===== config.mk =====
export PLATFORM = sky130hd
export DESIGN_NAME = snake_tick_scheduler
export DESIGN_NICKNAME = d
export VERILOG_FILES = /design/src/rtl/snake_pkg.sv /design/src/rtl/snake_tick_scheduler_period_counter.sv /design/src/rtl/snake_tick_scheduler.sv
export SDC_FILE = /design/constraint.sdc
export NUM_CORES = 1
export LEC_CHECK = 0
export CELL_PAD_IN_SITES_DETAIL_PLACEMENT = 2
export CELL_PAD_IN_SITES_GLOBAL_PLACEMENT = 2
export CORE_MARGIN = 4
export CORE_UTILIZATION = 34
export CTS_CLUSTER_DIAMETER = 50
export DETAILED_ROUTE_END_ITERATION = 7
export PLACE_DENSITY_LB_ADDON = 0.05
export SLEW_MARGIN = 20
export SYNTH_ARGS = -nofsm -noshare
export SYNTH_HDL_FRONTEND = slang
export SYNTH_HIERARCHICAL = 1
export SYNTH_SLANG_ARGS = --single-unit

===== constraint.sdc =====
create_clock -name clock -period 7.2 [get_ports clock]
set_input_delay 0.72 -clock clock [delete_from_list [all_inputs] [get_ports clock]]
set_output_delay 0.72 -clock clock [all_outputs]
set_load 0.03 [all_outputs]

===== src/rtl/snake_pkg.sv =====
// Shared definitions for the snake game-speed controller: state encoding,
// event encoding, default period constants and the level-width helper.
package snake_pkg;

  typedef enum logic [1:0] {
    IDLE  = 2'd0,
    RUN   = 2'd1,
    PAUSE = 2'd2,
    OVER  = 2'd3
  } state_t;

  // Only the highest-priority event of a cycle survives arbitration.
  typedef enum logic [2:0] {
    EV_NONE,
    EV_OVER,
    EV_START,
    EV_PAUSE,
    EV_SPEED
  } event_t;

  localparam int          DEF_WIDTH       = 20;
  localparam int          DEF_LEVELS      = 8;
  localparam logic [19:0] DEF_BASE_PERIOD = 20'd999_999;
  localparam logic [19:0] DEF_STEP        = 20'd100_000;
  localparam logic [19:0] DEF_MIN_PERIOD  = 20'd199_999;

  function automatic int level_width(input int levels);
    return (levels > 1) ? $clog2(levels) : 1;
  endfunction

endpackage


===== src/rtl/snake_tick_scheduler_period_counter.sv =====
// Free-running period counter: counts while enabled, wraps to zero once the
// count reaches or passes the programmed period, and registers a wrap pulse.
module period_counter #(
  parameter int WIDTH = 20
) (
  input  logic             clock,
  input  logic             reset,
  input  logic             en,
  input  logic             clr,
  input  logic [WIDTH-1:0] period,
  output logic [WIDTH-1:0] count,
  output logic             wrap
);

  // The >= compare lets a period that shrank below the current count wrap at once.
  always_ff @(posedge clock) begin
    if (reset || clr) begin
      count <= '0;
      wrap  <= 1'b0;
    end else if (en) begin
      if (count >= period) begin
        count <= '0;
        wrap  <= 1'b1;
      end else begin
        count <= count + WIDTH'(1);
        wrap  <= 1'b0;
      end
    end else begin
      wrap <= 1'b0;
    end
  end

endmodule


===== src/rtl/snake_tick_scheduler.sv =====
// Game-speed controller: sequences IDLE/RUN/PAUSE/OVER, maps the speed level
// to a counter wrap value and emits a one-cycle movement tick.
module snake_tick_scheduler
  import snake_pkg::*;
#(
  parameter int               WIDTH       = DEF_WIDTH,
  parameter int               LEVELS      = DEF_LEVELS,
  parameter logic [WIDTH-1:0] BASE_PERIOD = WIDTH'(DEF_BASE_PERIOD),
  parameter logic [WIDTH-1:0] STEP        = WIDTH'(DEF_STEP),
  parameter logic [WIDTH-1:0] MIN_PERIOD  = WIDTH'(DEF_MIN_PERIOD),
  localparam int              LW          = level_width(LEVELS)
) (
  input  logic             clock,
  input  logic             reset,
  input  logic             start,
  input  logic             pause,
  input  logic             speed_up,
  input  logic             game_over,
  output logic             tick,
  output logic [1:0]       state,
  output logic [LW-1:0]    level,
  output logic [WIDTH-1:0] period,
  output logic [WIDTH-1:0] count
);

  localparam int XW = WIDTH + LW;

  state_t         state_q;
  state_t         state_d;
  event_t         ev;
  logic           do_start;
  logic           do_speed;
  logic           wrap;
  logic [XW-1:0]  base_x;
  logic [XW-1:0]  min_x;
  logic [XW-1:0]  prod_x;
  logic [XW-1:0]  period_x;
  logic [WIDTH-1:0] period_calc;

  always_comb begin
    ev = EV_NONE;
    if (game_over)     ev = EV_OVER;
    else if (start)    ev = EV_START;
    else if (pause)    ev = EV_PAUSE;
    else if (speed_up) ev = EV_SPEED;
  end

  always_comb begin
    state_d  = state_q;
    do_start = 1'b0;
    do_speed = 1'b0;
    case (state_q)
      IDLE, OVER: begin
        if (ev == EV_START) begin
          state_d  = RUN;
          do_start = 1'b1;
        end
      end
      RUN: begin
        case (ev)
          EV_OVER:  state_d  = OVER;
          EV_PAUSE: state_d  = PAUSE;
          EV_SPEED: do_speed = 1'b1;
          default:  ;
        endcase
      end
      PAUSE: begin
        if (ev == EV_OVER)       state_d = OVER;
        else if (ev == EV_PAUSE) state_d = RUN;
      end
      default: state_d = IDLE;
    endcase
  end

  always_ff @(posedge clock) begin
    if (reset) state_q <= IDLE;
    else       state_q <= state_d;
  end

  always_ff @(posedge clock) begin
    if (reset || do_start) begin
      level <= '0;
    end else if (do_speed && (level != LW'(LEVELS - 1))) begin
      level <= level + LW'(1);
    end
  end

  // Widened arithmetic so a large level*STEP cannot underflow before the clamp.
  always_comb begin
    base_x   = XW'(BASE_PERIOD);
    min_x    = XW'(MIN_PERIOD);
    prod_x   = XW'(level) * XW'(STEP);
    period_x = min_x;
    if ((prod_x <= base_x) && ((base_x - prod_x) >= min_x)) begin
      period_x = base_x - prod_x;
    end
  end

  assign period_calc = WIDTH'(period_x);

  always_ff @(posedge clock) begin
    if (reset || do_start) period <= BASE_PERIOD;
    else                   period <= period_calc;
  end

  // Counting tracks the state being entered, so a pause freezes the count
  // on the same edge it is accepted and a resume counts immediately.
  period_counter #(
    .WIDTH (WIDTH)
  ) u_period_counter (
    .clock  (clock),
    .reset  (reset),
    .en     (state_d == RUN),
    .clr    (do_start),
    .period (period),
    .count  (count),
    .wrap   (wrap)
  );

  assign tick  = wrap && (state_q != OVER);
  assign state = state_q;

endmodule


==> out/results.tsv <==
metric	value	unit
CTS Buf Count	5	
status	finished, final reports clean	
Rows	33	
Seq/Total Area, Yosys	27.94	%
Final Cycle Share	46.00	%
kind of end point of the critical path	flop	
GPL Wtd Cong	0.7933	
DR pass1 iterations	4	
Synth Register Bits	41	
FF-to-FF path depth	11	
commonest non-fill, non-tap cell in the layout	clkdlybuf4s50_1	
final worst-path setup slack	3.888	ns
r2r startpoint	level[1]$_SDFFE_PP0P_	
Post-synth EDFFs	0	
Final Cell Area	3588	um2
CP Buf/Inv Count	2	
Wirelength per Cell	16.75	um
vias in the first global route	2837	
Worst setup SP type	flop	
vias post-DR	2548	
VDD IR max	0.05868	mV
Hold Crit Depth	2	
first-pass GRT wire length	14150	um
clk root buf	clkbuf_8	
Worst-path clk slew	0.09	ns
mapped cell area	2938	um2
P per Cell Area	142.0	nW/um2
grt ovf	0	
Placed Area	3477	um2
deepest clock path buffer count	2	
count of input and output buffers	46	
# resized after CTS	0	
antenna diode count	0	
min Tclk post-route	3.312	ns
H-tree depth	2	
share of the synthesized area in the top cell type	27.94	%
CP Class	flop to flop	
worst hold path type	flop to flop	
commonest cells after routing, fill and taps aside	clkdlybuf4s50_1 (46), dfxtp_1 (41), ha_1 (37), inv_1 (31), nand2_1 (28)	
Clock Skews	0.01114	ns
RSZ-0062 raised after global routing	no	
core area	8299	um2
Max Slew Vio Count	0	
fillers	948	
max cap viols	0	
Crit Path Max Fanout	12	
post-synthesis instance total	345	
# setup viols final	0	
critical path cell sequence	inv_1 > ha_1 > inv_1 > ha_1 > ha_1 > nand2_1 > a21oi_1 > xnor2_1 > nand3_1 > o311a_4 > and3_1	
reg2reg end	period[6]$_SDFF_PP0_	
Slew HR	51.50	%
Final Hold Violating Endpoints	0	
f_max	0.3020	GHz
cell type with the largest total area after synthesis	dfxtp_1	
synth top area cells	dfxtp_1 (28%), ha_1 (16%), xnor2_1 (4.8%), inv_1 (4.0%), xor2_1 (3.9%)	
Tightest Pin Transition	0.7274	ns
CTS Sinks	41	
Initial Util	35.40	%
die area	10190	um2
Routed Antenna Nets	0	
CTS tree	done	
Syn. warnings	6	
Final nets	438	
Placement Setup Slack	3.700	ns
FF-to-FF setup slack	3.89	ns
slowest cell delay on critical path	0.59	ns
Seq. cell area	820.8	um2
Ports	52	
CP max stage cell	dfxtp_1	
# Post-CTS Setup Buffers	0	
Avg Inst Size Synth	8.515	um2
Vias/cell	5.096	
share of cells above drive strength 1	7.848	%
WHS Endpoint	u_period_counter/count[1]$_SDFFE_PP0P_	
All-Layer GR Usage	17.45	%
synth unique cells	53	
final setup TNS	0	ns
Worst Min Path Start	u_period_counter/count[1]$_SDFFE_PP0P_	
drt initial violations	51	
multi-input combinational cell area	1948	um2
CP required	7.39	ns
largest net degree at the start of global routing	21	
dominant synthesized flop cell	dfxtp_1	
Fin Hold WS	0.5580	ns
antenna violations before repair	0	
routed wire length	8373	um
Post-DP HPWL	6911	um
P&R area growth vs syn	22.15	%
residual DRC count	0	
clock latency on the worst-skew pair	0.29	ns
CP delay by family, top	adder cells	
CP most frequent cell	ha_1	
P_leak	0.001502	uW
Die Y	101.0	um
Post-CTS Hold Fix Bufs	0	
total chip power	509.5	uW
Arr. time, crit path	3.50	ns
Die Span X	101.0	um
ys async rst share	0	%
==> cells in the mapped netlist (all sizes together) (2+ instances only) <==
master	instances
nand2b	4
nor2b	2
or3	2
a21oi	19
o21ai	13
nand3	12
buf	9
a211oi	3
a211o	2
nand2	28
nand4	11
nor4b	2
clkbuf	4
a31oi	5
or2	4
xor2	14
ha	37
nor2	26
and2	6
a31o	4
and4	4
nor3	24
inv	31
and3	4
xnor2	17
o31ai	2
dfxtp	41
==> report_power, final <==
| part | switching, uW | internal, uW | total [uW] |
|---|---|---|---|
| clock | 81.7 | 104 | 186 |
| sequential | 7.14 | 231 | 238 |
| combinational | 54.5 | 30.9 | 85.4 |
==> per-stage QoR <==
| step | cells | util [%] |
|---|---|---|
| 2_1_floorplan | 354 | - |
| 3_3_place_gp | 492 | 41.90 |
| 3_5_place_dp | 492 | 41.90 |
| 4_1_cts | 500 | 43.24 |
| 5_1_grt | 500 | 43.24 |
| 6_report | 500 | 43.24 |
==> per-layer routing <==
| layer | track usage [%] | vias up | wire length (um) | share of wire [%] |
|---|---|---|---|---|
| li1 | - | 1279 | - | - |
| met1 | 19.71 | 1239 | 3549 | 42 |
| met2 | 34.63 | 26 | 4624 | 55 |
| met3 | 2.076 | 4 | 141 | 1.7 |
| met4 | 3.476 | 0 | 57 | 0.68 |
| met5 | 0 | - | 0 | 0 |
==> sequential cells by signal, summed over array words and instances (netlist names) <==
register and flops:
u_period_counter/count 20, level 3, period 15, state 2
u_period_counter/wrap 1
==> layout make-up <==
cell class | instances | share of cell area (%)
multi-input cells | 269 | 54.29
flip-flops and latches | 41 | 22.87
repair buffers | 46 | 12.83
well taps | 105 | 3.661
inverters | 31 | 3.243
clock buffers | 6 | 2.022
clock inverters | 2 | 1.081
==> logic make-up after synthesis <==
family	share of synthesized area [%]
compound gates	13.20
xor+xnor	9.753
fa+ha+maj	16.44
buf+inv	6.899
flops	27.94
mux	0.3407
other cells	0.1276
simple gates	25.30
==> worst max-delay path by stage <==
stage,slack (ns),start,cells past startpoint,endpoint
after global routing,3.52,level[1]$_SDFFE_PP0P_,11,period[15]$_SDFF_PP0_
after CTS,3.82,level[1]$_SDFFE_PP0P_,11,period[6]$_SDFF_PP0_
final,3.89,level[1]$_SDFFE_PP0P_,11,period[6]$_SDFF_PP0_
after floorplan,4.36,level[1]$_SDFFE_PP0P_,11,period[15]$_SDFF_PP0_
after detailed placement,3.70,start,9,u_period_counter/wrap$_SDFF_PP0_
after global placement,3.84,start,9,u_period_counter/wrap$_SDFF_PP0_
==> tightest hold or removal path, cell delays in order, from the launching register on <==
cell     delay (ns)
dfxtp_1        0.37
nand2_1        0.09
a21oi_1        0.06
(Power assumes the default switching activity.)
